===== src/rtl/riscv_mux_pkg.sv =====
// Shared width helpers and one-hot to index conversion for the round-robin output mux.
package riscv_mux_pkg;

  localparam int unsigned MaxMuxIn = 16;
  localparam int unsigned MaxIdxW  = 4;

  // Index width for an n-way selector; never narrower than one bit.
  function automatic int unsigned idx_width(input int unsigned n);
    return (n > 1) ? $clog2(n) : 1;
  endfunction

  function automatic logic [MaxIdxW-1:0] onehot_to_idx(input logic [MaxMuxIn-1:0] oh);
    logic [MaxIdxW-1:0] idx;
    idx = '0;
    for (int unsigned i = 0; i < MaxMuxIn; i++) begin
      if (oh[i]) idx = idx | MaxIdxW'(i);
    end
    return idx;
  endfunction

endpackage


===== src/rtl/riscv_rr_arbiter.sv =====
// Combinational round-robin priority search: first requester at or after ptr_i, modulo N.
module riscv_rr_arbiter
  import riscv_mux_pkg::*;
#(
  parameter int unsigned N  = 3,
  parameter int unsigned IW = 2
) (
  input  logic [N-1:0]  req_i,
  input  logic [IW-1:0] ptr_i,
  output logic [N-1:0]  gnt_o,
  output logic [IW-1:0] idx_o,
  output logic          any_o
);

  logic                found;
  int unsigned         cand;
  logic [MaxMuxIn-1:0] gnt_ext;

  always_comb begin
    gnt_o = '0;
    found = 1'b0;
    cand  = 0;
    for (int unsigned i = 0; i < N; i++) begin
      cand = 32'(ptr_i) + i;
      if (cand >= N) cand = cand - N;
      if (!found && req_i[cand]) begin
        gnt_o[cand] = 1'b1;
        found       = 1'b1;
      end
    end
  end

  assign gnt_ext = MaxMuxIn'(gnt_o);
  assign idx_o   = IW'(onehot_to_idx(gnt_ext));
  assign any_o   = found;

endmodule


===== src/rtl/riscv_rr_mux.sv =====
// Round-robin N-way mux with a registered output stage.
// Define RISCV_RR_MUX_LOCK_EN to hold the grant on one channel until its last beat.
module riscv_rr_mux
  import riscv_mux_pkg::*;
#(
  parameter int unsigned N_MUX_IN = 3,
  parameter int unsigned DW       = 32
) (
  input  logic                        i_clk,
  input  logic                        i_rst,
  input  logic [N_MUX_IN*DW-1:0]      i_mux_concat_data,
  input  logic [N_MUX_IN-1:0]         i_mux_valid,
  input  logic [N_MUX_IN-1:0]         i_mux_last,
  output logic [N_MUX_IN-1:0]         o_mux_ready,
  output logic [DW-1:0]               o_mux_data,
  output logic [$clog2(N_MUX_IN)-1:0] o_mux_sel,
  output logic                        o_mux_valid,
  input  logic                        i_mux_ready
);

  localparam int unsigned IW = idx_width(N_MUX_IN);

  logic [DW-1:0]       data_q, data_d;
  logic [IW-1:0]       sel_q, sel_d;
  logic                valid_q, valid_d;
  logic [IW-1:0]       ptr_q, ptr_d;

  logic                load;
  logic [N_MUX_IN-1:0] req;
  logic [N_MUX_IN-1:0] gnt;
  logic [IW-1:0]       gnt_idx;
  logic                gnt_any;
  logic                xfer;
  logic [IW-1:0]       ptr_next;

`ifdef RISCV_RR_MUX_LOCK_EN
  logic                lock_q, lock_d;
  logic [IW-1:0]       lock_ch_q, lock_ch_d;
  logic [N_MUX_IN-1:0] lock_mask;

  // While locked only the owning channel may request; others are masked out.
  always_comb begin
    lock_mask = '0;
    lock_mask[lock_ch_q] = 1'b1;
    req = lock_q ? (i_mux_valid & lock_mask) : i_mux_valid;
  end
`else
  logic unused_last;
  assign unused_last = ^i_mux_last;
  assign req = i_mux_valid;
`endif

  assign load = !valid_q || i_mux_ready;

  riscv_rr_arbiter #(
    .N  (N_MUX_IN),
    .IW (IW)
  ) u_arb (
    .req_i (req),
    .ptr_i (ptr_q),
    .gnt_o (gnt),
    .idx_o (gnt_idx),
    .any_o (gnt_any)
  );

  assign o_mux_ready = (load && !i_rst) ? gnt : '0;
  assign xfer        = load && gnt_any && !i_rst;
  assign ptr_next    = (gnt_idx == IW'(N_MUX_IN - 1)) ? '0 : gnt_idx + 1'b1;

  always_comb begin
    data_d  = data_q;
    sel_d   = sel_q;
    valid_d = valid_q;
    ptr_d   = ptr_q;
`ifdef RISCV_RR_MUX_LOCK_EN
    lock_d    = lock_q;
    lock_ch_d = lock_ch_q;
`endif
    if (xfer) begin
      data_d  = i_mux_concat_data[gnt_idx*DW +: DW];
      sel_d   = gnt_idx;
      valid_d = 1'b1;
`ifdef RISCV_RR_MUX_LOCK_EN
      lock_d    = !i_mux_last[gnt_idx];
      lock_ch_d = gnt_idx;
      if (i_mux_last[gnt_idx]) ptr_d = ptr_next;
`else
      ptr_d = ptr_next;
`endif
    end else if (i_mux_ready) begin
      valid_d = 1'b0;
    end
  end

  always_ff @(posedge i_clk) begin
    if (i_rst) begin
      data_q  <= '0;
      sel_q   <= '0;
      valid_q <= 1'b0;
      ptr_q   <= '0;
`ifdef RISCV_RR_MUX_LOCK_EN
      lock_q    <= 1'b0;
      lock_ch_q <= '0;
`endif
    end else begin
      data_q  <= data_d;
      sel_q   <= sel_d;
      valid_q <= valid_d;
      ptr_q   <= ptr_d;
`ifdef RISCV_RR_MUX_LOCK_EN
      lock_q    <= lock_d;
      lock_ch_q <= lock_ch_d;
`endif
    end
  end

  assign o_mux_data  = data_q;
  assign o_mux_sel   = sel_q;
  assign o_mux_valid = valid_q;

endmodule


===== config.mk =====
export PLATFORM = sky130hd
export DESIGN_NAME = riscv_rr_mux
export DESIGN_NICKNAME = d
export VERILOG_FILES = /design/src/rtl/riscv_mux_pkg.sv /design/src/rtl/riscv_rr_arbiter.sv /design/src/rtl/riscv_rr_mux.sv
export SDC_FILE = /design/constraint.sdc
export NUM_CORES = 1
export LEC_CHECK = 0
export ABC_AREA = 1
export ABC_CLOCK_PERIOD_IN_PS = 1800
export BUFFER_PORTS_ARGS = -buffer_cell sky130_fd_sc_hd__buf_2
export CAP_MARGIN = 20
export CORE_ASPECT_RATIO = 0.5
export CORE_MARGIN = 3
export CORE_UTILIZATION = 44
export DETAILED_ROUTE_END_ITERATION = 10
export HOLD_SLACK_MARGIN = 0.06
export PLACE_DENSITY_LB_ADDON = 0.25
export SYNTH_ARGS = -nofsm -noshare
export SYNTH_HDL_FRONTEND = slang
export SYNTH_SLANG_ARGS = --single-unit

===== constraint.sdc =====
create_clock -name i_clk -period 1.8 [get_ports i_clk]
set_input_delay 0.18 -clock i_clk [delete_from_list [all_inputs] [get_ports i_clk]]
set_output_delay 0.18 -clock i_clk [all_outputs]
set_load 0.01 [all_outputs]

==> flow_summary.yaml <==
floorplanning:
  rows: 21
  ios: 143
  start_util: 0.472
  fp.dieW_um: 128
  dieArea_mm2: 0.00857
  die_h_um: 67.0
  core_mm2: 0.00694
worst_setup_path:
  reg2reg_depth: 16
  crit_required_ns: 1.62
  worstPathMaxFanout: 3
  start_kind: "flip-flop"
  worstPathArrival_ns: 1.84
  rr_startpoint: "ptr_q[0]"
  critPathKind: "flip-flop to primary output"
  cp-end-kind: "primary output"
  worstReg2RegEnd: "o_mux_data[15]"
  reg2reg_slack_ns: -0.18
power_and_ir_drop:
  intPower_mw: 4.77
  p_sw_frac: 0.470
  p_comb_frac: 0.742
  seqPwrFrac: 0.160
  pwr_density_cell_mw_per_mm2: 1970
  irDropWorstVdd_v: 0.00104
  power_switching_mw: 4.23
  clkPwrFrac: 0.098
  p_leak_nw: 2.39
synth:
  synth.distinct_cells: 27
  synth-seq-cells: 37
  synth_cells: 436
  synth.net_count: 545
  avgSynthCellArea_um2: 7.51
  ys_seq_area_frac: 0.226
  yosysWarnings: 0
  synthesis.area_mm2: 0.00327
clock_tree:
  cts_made_buffers: 5
  clk_latency_ns: 0.28
  cts_tree: "yes"
  clockRootBuffer: "clkbuf_16"
  cts_buffer_depth: 2
  clkTransAtPathRegs_ns: 0.06
  ctsHtreeMaxLevel: 2
  cts_sinks: 37
min_path:
  hold_end: "ptr_q[1]"
  holdPathStages: 2
  holdCritPathClass: "input pin to flip-flop"
  min-delay-start: "i_rst"
sta:
  setup_viol: 36
  setup_ws_ns: -0.224
  min_period_ns: 2.02
  fin_setup_tns_ns: -5.56
  final_max_slew_viol_count: 0
  rsz0062_at_grt: "true"
  hold_viol: 0
  tightest_slew_ns: 0.381
  max_slew_margin: 0.746
  fin_worst_skew_ns: 0.00808
  holdWs_ns: 0.155
  fin_crit_sh: 1.12
  fmax_ghz: 0.494
finish:
  area.growth.synth_to_final_pct: 39.3
  final_layout_size_suffix_gt1_frac: 0.530
  utilization: 0.657
  n_antenna_cell: 0
  final_cells: 686
  n_fill_cell: 630
  final_nets: 703
routing:
  drtPass1Iterations: 4
  first_iter_violations: 246
  drc: 0
  routed_wl_mm: 9.90
  ant_nets: 0
  num_vias: 3384
  wl_per_cell_um: 14.4
  via_per_inst: 4.93
place:
  placedCellCount: 664
  pre_cts_ws_ns: -0.152
  dpl.hpwl_mm: 6.22
  io_buffers: 139
  place_congestion: 0.866
outcome:
  violations: "setup timing"
  status: "complete, but fails checks"
global_route:
  antenna_found_initial: 0
  grt_overflow: 0
  track_usage: 0.207
  grt_max_degree: 48
  use_met2: 0.360
  grt_util_met3: 0.0368
  grt-busiest-layer: "met2"
  grtUsageMet1: 0.272
  grt_pass1_vias: 3042
  grt_first_pass_wirelength_mm: 14.2
flow_run:
  cap_viol_max_count: 0
state kept, by name (all words and copies together) (netlist names):
signal / flops
o_mux_data: 32
ptr_q: 2
o_mux_sel: 2
o_mux_valid: 1
placed cells by master, fill, tap and decap left out, types with 3 or more instances in the layout:
| cell | Yosys | final |
|---|---|---|
| nand2_2 | 7 | 5 |
| nand3_4 | 3 | 3 |
| nand3_2 | 63 | 63 |
| nand3_1 | 11 | 11 |
| buf_6 | 6 | 4 |
| clkbuf_16 | 0 | 11 |
| nand2_1 | 111 | 108 |
| inv_2 | 3 | 3 |
| nor2_4 | 2 | 3 |
| nand2_4 | 4 | 9 |
| buf_12 | 13 | 9 |
| a21oi_1 | 43 | 43 |
| nor2_1 | 71 | 70 |
| a21oi_2 | 23 | 23 |
| inv_1 | 13 | 9 |
| buf_16 | 0 | 3 |
| inv_4 | 1 | 4 |
| buf_4 | 3 | 24 |
| buf_2 | 8 | 138 |
| dfxtp_1 | 37 | 35 |
power by group through the flow:
stage | combinational (mW) | sequential (mW) | clock (mW)
after global routing | 7.29 | 1.49 | 0.927
after floorplan | 4.05 | 1.62 | 0
after detailed placement | 5.12 | 1.45 | 0
after CTS | 5.79 | 1.45 | 0.892
final | 6.68 | 1.44 | 0.879
after global placement | 5.05 | 1.44 | 0
final cells by class:
cell class	instances	area [um^2]	area share
clock buffer	7	143	0.0313
tap	92	115	0.0253
multi-input combinational	349	2140	0.470
timing repair buffer	184	1330	0.292
sequential	37	748	0.164
inverter	17	78.8	0.0173
cells by family (layout without fill, tap and decap cells):
group                      count (synthesis)  count (layout)  share of synthesized area
and+or+nand+nor                          275             275                      0.479
DFF                                       37              37                      0.226
buffers and inverters                     50             208                      0.143
adders and majority gates                  4               4                     0.0153
AOI/OAI and AO/OA                         70              70                      0.137
per-layer routing:
metal / vias up / part of all wire
met1: 1520 / 0.45
met4: 0 / 0.014
met5: - / 0
met2: 109 / 0.46
met3: 13 / 0.080
li1: 1742 / -
synthesized netlist by cell type:
library cell  number  area (um^2)
clkbuf_1           3         11.3
dfxtp_1           37          741
nand4_4            1         21.3
a21oi_2           23          201
nand3_2           63          631
o22ai_1            1         6.26
o21a_1             1         7.51
nand3_1           11         55.1
inv_1             13         48.8
ha_1               4         50.1
nand4_1            1         6.26
nor2_2             1         6.26
nand2_4            4         45.0
inv_4              1         6.26
nand3_4            3         52.6
nor2_1            71          267
nor2_4             2         22.5
inv_2              3         11.3
nand2_1          111          417
buf_6              6         67.6
o31ai_2            1         12.5
buf_4              3         22.5
nand2_2            7         43.8
o21ai_0            1         5.00
a21oi_1           43          215
buf_2              8         40.0
buf_12            13          260
stage by stage:
stage                     total power, mW  instance area, um^2
after floorplan                      5.67                 3290
after global placement               6.49                 4030
after detailed placement             6.57                 4030
after CTS                            8.13                 4340
after global routing                 9.70                 4560
final                                9.00                 4560
repair_timing:
| action | 4_1_cts | 5_1_grt |
|---|---|---|
| pin swaps | 8 | 7 |
| resized for setup | 21 | 14 |
| setup buffers | 4 | 1 |
| hold buffers | 0 | 0 |
| setup endpoints to repair | 37 | 39 |
| cloned | 3 | 7 |
critical path, cell delays in order (launching register included):
cell     delay, ns
dfxtp_4       0.37
inv_4         0.05
ha_2          0.20
nand2_1       0.09
buf_4         0.10
nand3_1       0.14
nand2_2       0.14
nand3_4       0.08
nor2_4        0.14
o21ai_2       0.08
inv_1         0.06
buf_2         0.12
how the worst max path moves through the flow:
| stage | depth (start not counted) | end | from |
|---|---|---|---|
| after global routing | 11 | o_mux_ready[2] | ptr_q[0] |
| after floorplan | 14 | o_mux_data[15] | ptr_q[1] |
| after detailed placement | 14 | o_mux_data[23] | ptr_q[1] |
| after CTS | 13 | o_mux_ready[1] | ptr_q[0] |
| after global placement | 14 | o_mux_data[23] | ptr_q[1] |
| final | 11 | o_mux_ready[2] | ptr_q[0] |
(Power assumes the default switching activity.)
